===== config.mk =====
export PLATFORM = sky130hd
export DESIGN_NAME = cg_sleep_ctrl
export DESIGN_NICKNAME = d
export VERILOG_FILES = /design/src/rtl/cg_sleep_ctrl_pkg.sv /design/src/rtl/cg_sleep_ctrl_dly_cnt.sv /design/src/rtl/cg_sleep_ctrl.sv
export SDC_FILE = /design/constraint.sdc
export NUM_CORES = 1
export LEC_CHECK = 0
export CORE_MARGIN = 8
export CORE_UTILIZATION = 30
export DETAILED_ROUTE_END_ITERATION = 7
export GPL_ROUTABILITY_DRIVEN = 0
export PLACE_DENSITY = 0.75
export SKIP_CTS_REPAIR_TIMING = 1
export SYNTH_ARGS = -nofsm -noshare
export SYNTH_HDL_FRONTEND = slang
export SYNTH_HIERARCHICAL = 1
export SYNTH_SLANG_ARGS = --single-unit
export TNS_END_PERCENT = 5

===== constraint.sdc =====
create_clock -name clk_i -period 2.8 [get_ports clk_i]
set_clock_uncertainty 0.1 [all_clocks]
set_input_delay 0.7 -clock clk_i [delete_from_list [all_inputs] [get_ports clk_i]]
set_output_delay 0.7 -clock clk_i [all_outputs]
set_load 0.1 [all_outputs]

===== src/rtl/cg_sleep_ctrl_pkg.sv =====
`default_nettype none
// ---------------------------------------------------------------------------
// cg_sleep_ctrl_pkg : shared types and widths for the core sleep controller
// Revision: 1.0
// ---------------------------------------------------------------------------
package cg_sleep_ctrl_pkg;

  localparam int c_CNT_W  = 8;
  localparam int c_WAKE_W = 16;

  typedef enum logic [2:0] {
    ST_RUN       = 3'd0,
    ST_IDLE_WAIT = 3'd1,
    ST_GATED     = 3'd2,
    ST_ISO_ON    = 3'd3,
    ST_PWR_OFF   = 3'd4,
    ST_PWR_UP    = 3'd5,
    ST_ISO_OFF   = 3'd6
  } state_e;

endpackage
`default_nettype wire


===== src/rtl/cg_sleep_ctrl_dly_cnt.sv =====
`default_nettype none
// ---------------------------------------------------------------------------
// cg_dly_cnt : loadable down-counter, saturating at zero, with zero flag
// Revision: 1.0
// ---------------------------------------------------------------------------
module cg_dly_cnt
  import cg_sleep_ctrl_pkg::*;
(
  input  logic               clk_i,
  input  logic               rst_ni,
  input  logic               i_load,
  input  logic [c_CNT_W-1:0] i_load_val,
  input  logic               i_dec,
  output logic               o_zero
);

  logic [c_CNT_W-1:0] r_cnt;

  always_ff @(posedge clk_i or negedge rst_ni) begin
    if (!rst_ni) begin
      r_cnt <= '0;
    end else if (i_load) begin
      r_cnt <= i_load_val;
    end else if (i_dec && (r_cnt != '0)) begin
      r_cnt <= r_cnt - c_CNT_W'(1);
    end
  end

  assign o_zero = (r_cnt == '0);

endmodule
`default_nettype wire


===== src/rtl/cg_sleep_ctrl.sv =====
`default_nettype none
// ---------------------------------------------------------------------------
// cg_sleep_ctrl : core clock-gating / power-gating sleep sequencer
// Revision: 1.0
// ---------------------------------------------------------------------------
module cg_sleep_ctrl
  import cg_sleep_ctrl_pkg::*;
#(
  parameter int IDLE_CYCLES  = 4,
  parameter int PG_DELAY     = 16,
  parameter int PWRUP_CYCLES = 8
) (
  input  logic                clk_i,
  input  logic                rst_ni,
  input  logic                core_sleep_i,
  input  logic                outstanding_i,
  input  logic                fetch_enable_i,
  input  logic [31:0]         irq_i,
  input  logic [31:0]         irq_mask_i,
  input  logic                debug_req_i,
  input  logic                pg_allow_i,
  input  logic                pwr_ack_i,
  output logic                clk_en_o,
  output logic                iso_o,
  output logic                pwr_on_o,
  output logic                core_rst_no,
  output logic [2:0]          state_o,
  output logic [c_WAKE_W-1:0] wake_cnt_o
);

  localparam logic [c_CNT_W-1:0] c_IDLE_LD  = c_CNT_W'(IDLE_CYCLES - 1);
  localparam logic [c_CNT_W-1:0] c_PG_LD    = c_CNT_W'(PG_DELAY - 1);
  localparam logic [c_CNT_W-1:0] c_PWRUP_LD = c_CNT_W'(PWRUP_CYCLES - 1);

  state_e              r_state;
  state_e              w_state_nxt;
  logic                w_wake;
  logic                w_cnt_load;
  logic [c_CNT_W-1:0]  w_cnt_val;
  logic                w_cnt_dec;
  logic                w_cnt_zero;
  logic                w_wake_evt;
  logic                w_clk_en;
  logic                w_iso;
  logic                w_pwr_on;
  logic                w_core_rst_n;
  logic                r_clk_en;
  logic                r_iso;
  logic                r_pwr_on;
  logic                r_core_rst_n;
  logic [c_WAKE_W-1:0] r_wake_cnt;

  assign w_wake = (|(irq_i & irq_mask_i)) | debug_req_i;

  cg_dly_cnt u_dly_cnt (
    .clk_i      (clk_i),
    .rst_ni     (rst_ni),
    .i_load     (w_cnt_load),
    .i_load_val (w_cnt_val),
    .i_dec      (w_cnt_dec),
    .o_zero     (w_cnt_zero)
  );

  always_ff @(posedge clk_i or negedge rst_ni) begin
    if (!rst_ni) begin
      r_state <= ST_RUN;
    end else begin
      r_state <= w_state_nxt;
    end
  end

  always_comb begin
    w_state_nxt = r_state;
    w_cnt_load  = 1'b0;
    w_cnt_val   = '0;
    w_cnt_dec   = 1'b0;
    w_wake_evt  = 1'b0;
    case (r_state)
      ST_RUN: begin
        if (core_sleep_i && !outstanding_i && fetch_enable_i && !w_wake) begin
          w_state_nxt = ST_IDLE_WAIT;
          w_cnt_load  = 1'b1;
          w_cnt_val   = c_IDLE_LD;
        end
      end
      ST_IDLE_WAIT: begin
        // Abort conditions win over the final countdown cycle.
        if (w_wake || !core_sleep_i || outstanding_i) begin
          w_state_nxt = ST_RUN;
        end else if (w_cnt_zero) begin
          w_state_nxt = ST_GATED;
          w_cnt_load  = 1'b1;
          w_cnt_val   = c_PG_LD;
        end else begin
          w_cnt_dec = 1'b1;
        end
      end
      ST_GATED: begin
        w_cnt_dec = 1'b1;
        if (w_wake) begin
          w_state_nxt = ST_RUN;
          w_wake_evt  = 1'b1;
        end else if (pg_allow_i && w_cnt_zero) begin
          w_state_nxt = ST_ISO_ON;
        end
      end
      ST_ISO_ON: begin
        if (w_wake) begin
          w_state_nxt = ST_ISO_OFF;
          w_wake_evt  = 1'b1;
        end else begin
          w_state_nxt = ST_PWR_OFF;
        end
      end
      ST_PWR_OFF: begin
        if (w_wake) begin
          w_state_nxt = ST_PWR_UP;
          w_wake_evt  = 1'b1;
          w_cnt_load  = 1'b1;
          w_cnt_val   = c_PWRUP_LD;
        end
      end
      ST_PWR_UP: begin
        w_cnt_dec = 1'b1;
        if (w_cnt_zero && pwr_ack_i) begin
          w_state_nxt = ST_ISO_OFF;
        end
      end
      ST_ISO_OFF: w_state_nxt = ST_RUN;
      default:    w_state_nxt = ST_RUN;
    endcase
  end

  // Outputs are decoded from the next state so the registers track r_state.
  always_comb begin
    w_clk_en     = 1'b0;
    w_iso        = 1'b0;
    w_pwr_on     = 1'b1;
    w_core_rst_n = 1'b1;
    case (w_state_nxt)
      ST_RUN, ST_IDLE_WAIT: w_clk_en = 1'b1;
      ST_GATED:             w_clk_en = 1'b0;
      ST_ISO_ON:            w_iso    = 1'b1;
      ST_PWR_OFF: begin
        w_iso        = 1'b1;
        w_pwr_on     = 1'b0;
        w_core_rst_n = 1'b0;
      end
      ST_PWR_UP: begin
        w_iso        = 1'b1;
        w_core_rst_n = 1'b0;
      end
      ST_ISO_OFF: w_core_rst_n = (r_state != ST_PWR_UP);
      default:    w_clk_en     = 1'b1;
    endcase
  end

  always_ff @(posedge clk_i or negedge rst_ni) begin
    if (!rst_ni) begin
      r_clk_en     <= 1'b1;
      r_iso        <= 1'b0;
      r_pwr_on     <= 1'b1;
      r_core_rst_n <= 1'b1;
      r_wake_cnt   <= '0;
    end else begin
      r_clk_en     <= w_clk_en;
      r_iso        <= w_iso;
      r_pwr_on     <= w_pwr_on;
      r_core_rst_n <= w_core_rst_n;
      if (w_wake_evt && (r_wake_cnt != '1)) begin
        r_wake_cnt <= r_wake_cnt + c_WAKE_W'(1);
      end
    end
  end

  assign clk_en_o    = r_clk_en;
  assign iso_o       = r_iso;
  assign pwr_on_o    = r_pwr_on;
  assign core_rst_no = r_core_rst_n;
  assign state_o     = r_state;
  assign wake_cnt_o  = r_wake_cnt;

endmodule
`default_nettype wire


==> summary.md, run 1 <==
| Metric | Value |
|---|---|
| Placeable Area | `approximately 0.0063 sq mm` |
| Slowest-stage cell, CP | `or3b_4` |
| Seq/Total Area, Yosys | `0.399` |
| Distinct cells, synth | `60` |
| Startpoint Class | `input pin` |
| Die area | `0.00935 sq mm` |
| IO Count | `95` |
| Crit path buf inv count | `1` |
| Area leader, netlist | `dfrtp_1` |
| Initial Utilization | `0.310` |
| Buffers on Ports | `94` |
| DRT antenna net count | `0` |
| Ys Warns | `6` |
| Status | `completed` |
| Post-synthesis register bit count | `31` |
| Final Cycle Share | `0.989` |
| Largest cells by area after synthesis | `dfrtp_1 36%, a22oi_1 5.4%, dfstp_2 4.0%` |
| Least-Margin Pin Slew | `about 0.63 ns` |
| Std cell rows | `29` |
| R2r setup slk | `between 0.15 and 0.2 ns` |
| DR WL/cell | `16.5 microns` |
| Async S/R FF share, synth | `1.00` |
| Synth Instances | `approximately 200` |
| Placed cell count | `384` |
| Relative slew slack | `0.576` |
| Crit Path Max Fanout | `6` |
| Dpl hpwl | `5010 microns` |
| Post-synth EDFFs | `0` |
| Fin. Hold Viols | `0` |
| Primary FF master, synth | `dfrtp_1` |
| CTS Buf Count | `5` |
| CP Data Required Time | `2.87 ns` |
| Worst IR Drop VDD | `~0.32 mV` |
| Max stage delay on crit path | `0.43 ns` |
| Final wirelength | `6480 microns` |
| GRT Util Overall | `0.131` |
| CTS tree | `built` |
| Vias in the first global route | `2318` |
| CP Cell Sequence | `dlymetal6s2s_1, a22oi_2, nand4_1, nor4_1, and2_4, nand2_4, a31oi_4, or3b_4, o311a_1, a221o_1` |
| Post-synth top area share | `0.359` |
| Clk Latency, worst-skew pair | `between 0.2 and 0.3 ns` |
| PnR worst setup slack | `between 0.03 and 0.04 ns` |
| Layout area overhead | `72.9%` |
| Largest net degree at the start of global routing | `32` |
| Die width | `96.7 microns` |
| # setup viols final | `0` |
| Initial DRC count | `25` |
| Delay-heaviest family, CP | `simple AND/OR/NAND/NOR gates` |
| LEAKAGE | `1.89 nW` |
| Die Ht | `96.7 microns` |
| Hold Crit Class | `flip-flop to flip-flop` |
| F_max | `around 360 MHz` |
| First-pass GRT wire length | `10300 microns` |
| Grt ovf | `0` |
| Antenna violations before repair | `0` |
| H-tree depth | `2` |
| Drt drc | `0` |
| Worst Setup Path Type | `input pin to flip-flop` |
| Fin. max-slew vios | `0` |
| Fin util | `0.535` |
| Share of cells above drive strength 1 | `0.267` |
| Avg Vias per Cell | `5.20` |
| Post-placement setup slack | `-0.631 ns` |
| CP endpoint kind | `flip-flop` |
| P per Cell Area | `305 mW/mm^2` |
| CTS sink cnt | `31` |
| CTS clk-pin slew, worst paths | `0.07 ns` |
| Via count | `2039` |
| Crit path time final | `around 2.8 ns` |
| Avg Synthesized Cell Area | `9.72 sq um` |
| CTS root buffer | `clkbuf_8` |
| TritonRoute pass-1 iters | `4` |
| Max_cap viols | `0` |
| Arr. time, crit path | `between 2 and 3 ns` |
| Layout net count | `389` |
| CTS Buffer Depth | `2` |
| Synth Cell Area | `~0.002 sq mm` |
| Layout Cells excl Fill | `392` |
| # diodes | `0` |
==> report_power, final <==
| group | internal [mW] | switching (mW) | leakage, nW | total [mW] |
|---|---|---|---|---|
| clock | 0.265 | 0.176 | 0.0581 | 0.440 |
| sequential | 0.451 | 0.00388 | 0.358 | 0.455 |
| combinational | 0.0918 | 0.0440 | 1.48 | 0.136 |
| total | 0.808 | 0.224 | 1.89 | 1.03 |
==> synth_stat cells (4+ instances only) <==
cell,number
dfrtp_1,28
nor2_1,15
a22oi_1,14
nand3_1,11
nand2_1,8
nand4_1,8
xor2_1,8
a21oi_1,6
o21ai_0,6
xnor2_1,6
a31oi_1,5
nor3_1,5
and2_1,4
inv_1,4
nor4_1,4
==> per-stage QoR <==
stage	hold slack [ns]	TNS, ns	total power, mW	instance area (sq um)
5_1_grt	0.447	-0.176	1.08	3380
2_1_floorplan	0.304	-0.794	0.484	2000
3_3_place_gp	0.416	-4.31	0.601	3040
3_5_place_dp	0.417	-4.33	0.603	3040
6_report	0.426	0	1.03	3380
4_1_cts	0.432	-1.93	1.05	3160
==> path summary, 6_finish.rpt <==
| check | from | end | cells after the start |
|---|---|---|---|
| max in group asynchronous | rst_ni | core_rst_no | 2 |
| min in group asynchronous | rst_ni | u_dly_cnt/r_cnt[6] | 2 |
| max | irq_mask_i[8] | u_dly_cnt/r_cnt[7] | 10 |
| min | wake_cnt_o[4] | wake_cnt_o[4] | 1 |
| max reg2reg | u_dly_cnt/r_cnt[0] | u_dly_cnt/r_cnt[5] | 9 |
| min reg2reg | wake_cnt_o[4] | wake_cnt_o[4] | 1 |
==> cell type report <==
| class | count | area (sq um) |
|---|---|---|
| clock buffer | 5 | 68.8 |
| clock inverter | 3 | 43.8 |
| fill | 560 | 2930 |
| inverter | 5 | 18.8 |
| multi-input combinational | 161 | 1210 |
| sequential | 31 | 782 |
| tap | 77 | 96.3 |
| timing repair buffer | 110 | 1160 |
==> state kept, by name (all words and copies together) (netlist names) <==
| name | flops |
|---|---|
| wake_cnt_o | 16 |
| u_dly_cnt/r_cnt | 8 |
| state_o | 3 |
| clk_en_o | 1 |
| core_rst_no | 1 |
| iso_o | 1 |
| pwr_on_o | 1 |
==> routing by layer <==
layer,wire length [microns],global-route usage,vias up,part of all wire
met3,894,0.0718,7,0.14
met4,52,0.0320,0,0.0080
met5,0,0,-,0
li1,-,-,990,-
met2,3010,0.225,100,0.46
met1,2520,0.134,942,0.39
==> kinds of logic (layout without fill, tap and decap cells) <==
group / after synthesis / after routing / synth area share
XOR/XNOR: 14 / 14 / 0.0627
AND/OR/NAND/NOR: 88 / 88 / 0.281
multiplexers: 4 / 4 / 0.0243
adder cells (fa/ha/maj): 3 / 3 / 0.0192
buffers and inverters: 12 / 123 / 0.0320
other: 1 / 4 / 0.00192
AO/OA/AOI/OAI: 48 / 48 / 0.180
flip-flops: 31 / 31 / 0.399
==> cell usage in the layout, fill, tap and decap left out, types with 6 or more instances in the layout <==
cell type and n:
dfrtp_1 26, dlymetal6s2s_1 65, nand3_1 11, a22oi_2 9, nand2_1 7, nor2_1 13
buf_4 39, xnor2_1 6, xor2_1 8, nand4_1 8
(Power assumes the default switching activity.)
==> inputs of run 2 (changes only) <==
CTS_CLUSTER_DIAMETER = 200   (was unset)
==> results of run 2 <==
The final DEF is identical to that of run 1; final timing and power are the same.
==> inputs of run 3 (changes only) <==
CORE_UTILIZATION = 36   (was 30)
PLACE_DENSITY = 0.87   (was 0.75)
SYNTH_HIERARCHICAL = unset   (was 1)
==> summary.md, run 3 <==
| Metric | Value |
|---|---|
| Startpoint Class | `input pin` |
| Std cell rows | `26 (-10%)` |
| CTS tree | `built` |
| Vias in the first global route | `1989 (-14%)` |
| R2r endpoint | `u_dly_cnt.r_cnt[1]` |
| Largest cells by area after synthesis | `dfrtp_1 38%, xnor2_1 6.2%, dfstp_2 4.3%` |
| LEAKAGE | `1.19 nW (-37%)` |
| Clk Latency, worst-skew pair | `0.29 ns (about the same)` |
| Max reg flops | `16 (unchanged)` |
| Synth Cell Area | `0.00183 sq mm (-6.5%)` |
| Final Cycle Share | `0.903 (-0.0859)` |
| Worst Setup Path Type | `input pin to flip-flop` |
| Placeable Area | `0.00501 sq mm (-21%)` |
| Pwr Total | `0.940 mW (-8.8%)` |
| Antenna violations before repair | `0 (unchanged)` |
| Area leader, netlist | `dfrtp_1` |
| Delay-heaviest family, CP | `compound AO/OA/AOI/OAI gates` |
| Post-synth top area share | `0.383 (+0.0248)` |
| CTS Buffer Depth | `2 (unchanged)` |
| # diodes | `0 (unchanged)` |
| Status | `completed` |
| Slowest-stage cell, CP | `or4_1` |
| Setup TNS | `0 ns (unchanged)` |
| RSZ-0062 raised after global routing | `false` |
| Ys Warns | `0 (-6)` |
| CP Cell Sequence | `clkdlybuf4s50_1, a22o_1, a221oi_2, and3_1, a41oi_2, or4_1, a21oi_1` |
| P per Cell Area | `319 mW/mm^2 (+4.6%)` |
| # setup viols final | `0 (unchanged)` |
| GRT Util Overall | `0.162 (+0.0313)` |
| Max_cap viols | `0 (unchanged)` |
| Worst Hold Path EP | `wake_cnt_o[14]` |
| R2r setup slk | `0.45 ns (+0.29 ns)` |
| F_max | `396 MHz (+9.5%)` |
| Avg Synthesized Cell Area | `9.99 sq um (+2.7%)` |
| Distinct cells, synth | `50 (-17%)` |
| Layout net count | `367 (-5.7%)` |
| Fin. Hold Viols | `0 (unchanged)` |
| Largest net degree at the start of global routing | `32 (unchanged)` |
| Placed Area | `0.00286 sq mm (-6.0%)` |
| IO Count | `95 (unchanged)` |
| Dpl hpwl | `4970 microns (-0.97%)` |
| CTS Buf Count | `5 (unchanged)` |
| Layout Cells excl Fill | `363 (-7.4%)` |
| Share of cells above drive strength 1 | `0.201 (-0.0653)` |
| Post-synth EDFFs | `0 (unchanged)` |
| DRT antenna net count | `0 (unchanged)` |
| Post-synthesis register bit count | `31 (unchanged)` |
| Die width | `87.3 microns (-9.8%)` |
| CTS sink cnt | `31 (unchanged)` |
| Final wirelength | `5990 microns (-7.6%)` |
| Worst Reg-to-Reg Cells | `8 (-1)` |
| CTS root buffer | `clkbuf_8` |
| Crit path buf inv count | `1 (unchanged)` |
| Avg Vias per Cell | `5.13 (-1.4%)` |
| Fin. max-slew vios | `0 (unchanged)` |
| Die Ht | `87.3 microns (-9.8%)` |
| Reg2Reg Launch Point | `u_dly_cnt.r_cnt[0]` |
| Most frequent cell after synthesis | `dfrtp_1` |
| Least-Margin Pin Slew | `0.656 ns (+0.0214 ns)` |
| Arr. time, crit path | `2.64 ns (-0.19 ns)` |
| TritonRoute pass-1 iters | `6 (+2)` |
| CTS clk-pin slew, worst paths | `0.07 ns (about the same)` |
| Crit path time final | `2.53 ns (-0.240 ns)` |
| Most frequent cells in the layout | `71 x clkdlybuf4s50_1, 35 x buf_4, 28 x dfrtp_1, 15 x nand2_1, 13 x xnor2_1` |
| Die area | `0.00761 sq mm (-19%)` |
| Initial DRC count | `124 (+400%)` |
| Grt ovf | `0 (unchanged)` |
| Synth Instances | `183 (-9.0%)` |
| Net Count, Synth | `about 260` |
| H-tree depth | `2 (unchanged)` |
| Seq/Total Area, Yosys | `0.426 (+0.0276)` |
| Fin util | `0.588 (+0.0526)` |
| Crit Path Max Fanout | `7 (+1)` |
| Worst hold stages | `1 (unchanged)` |
| Primary FF master, synth | `dfrtp_1` |
| Most common cell after layout, fill and taps aside | `clkdlybuf4s50_1` |
| CP endpoint kind | `flip-flop` |
| Hold wc startpoint | `wake_cnt_o[14]` |
| Relative slew slack | `0.560 (-0.0167)` |
| Drt drc | `0 (unchanged)` |
| Layout area overhead | `61.1%` |
| Max stage delay on crit path | `0.44 ns (about the same)` |
| Finished Cell Area | `0.00295 sq mm (-13%)` |
| Initial Utilization | `0.365 (+0.0553)` |
| Commonest cells in the synthesized netlist | `28 x dfrtp_1, 15 x nand2_1, 13 x xnor2_1, 12 x a21oi_1, 11 x nand3_1` |
| Worst IR Drop VDD | `0.305 mV (-5.6%)` |
| First-pass GRT wire length | `9670 microns (-6.5%)` |
| Buffers on Ports | `94 (unchanged)` |
| Fill count | `447 (-20%)` |
| CP Data Required Time | `2.92 ns (+0.05 ns)` |
| Hold Crit Class | `flip-flop to flip-flop` |
| Placed cell count | `355 (-7.6%)` |
| DR WL/cell | `16.5 microns (-0.20%)` |
| Via count | `1861 (-8.7%)` |
| Async S/R FF share, synth | `1.00 (unchanged)` |
run 3: through the flow:
stage | worst slack, ns | hold WS [ns]
final | 0.272 | 0.393
after global routing | 0.153 | 0.431
after CTS | 0.280 | 0.397
after detailed placement | -0.00201 | 0.388
after global placement | 0.0649 | 0.376
after floorplan | 0.162 | 0.304
run 3: cells by family after synthesis:
logic type | Yosys count | share of synthesized area
simple gates | 76 | 0.241
compound gates | 50 | 0.209
flops | 31 | 0.426
xor+xnor | 16 | 0.0767
buf+inv | 6 | 0.0199
fa+ha+maj | 3 | 0.0205
mux | 1 | 0.00616
run 3: metal layers:
metal	up-vias	share of wire	global-route usage
li1	916	-	-
met1	875	0.40	0.181
met2	56	0.53	0.289
met3	14	0.053	0.0387
met4	0	0.021	0.0594
met5	-	0	0
run 3: layout make-up:
type	count	area [sq um]	share of cell area
Multi-Input combinational cell	146	1010	0.344
Timing Repair Buffer	106	973	0.331
Sequential cell	31	779	0.265
Tap cell	70	87.6	0.0297
Clock buffer	6	72.6	0.0246
Clock inverter	2	12.5	0.00425
Inverter	2	7.51	0.00255
run 3: how the worst max path moves through the flow:
stage | start | to | slack [ns] | depth (start not counted)
2_1_floorplan | wake_cnt_o[0] | wake_cnt_o[1] | 0.16 | 6
3_3_place_gp | irq_i[7] | u_dly_cnt.r_cnt[4] | 0.06 | 7
3_5_place_dp | irq_i[7] | u_dly_cnt.r_cnt[4] | -0.002 | 7
4_1_cts | irq_i[7] | u_dly_cnt.r_cnt[4] | 0.28 | 7
5_1_grt | irq_i[7] | u_dly_cnt.r_cnt[4] | 0.15 | 7
6_report | irq_i[7] | u_dly_cnt.r_cnt[4] | 0.27 | 7
run 3: where the power goes:
group | leakage, nW | switching [mW] | total (mW) | internal [mW]
clock network | 0.0412 | 0.174 | 0.347 | 0.173
registers | 0.392 | 0.000835 | 0.450 | 0.449
logic | 0.753 | 0.0407 | 0.143 | 0.102
total | 1.19 | 0.215 | 0.940 | 0.724
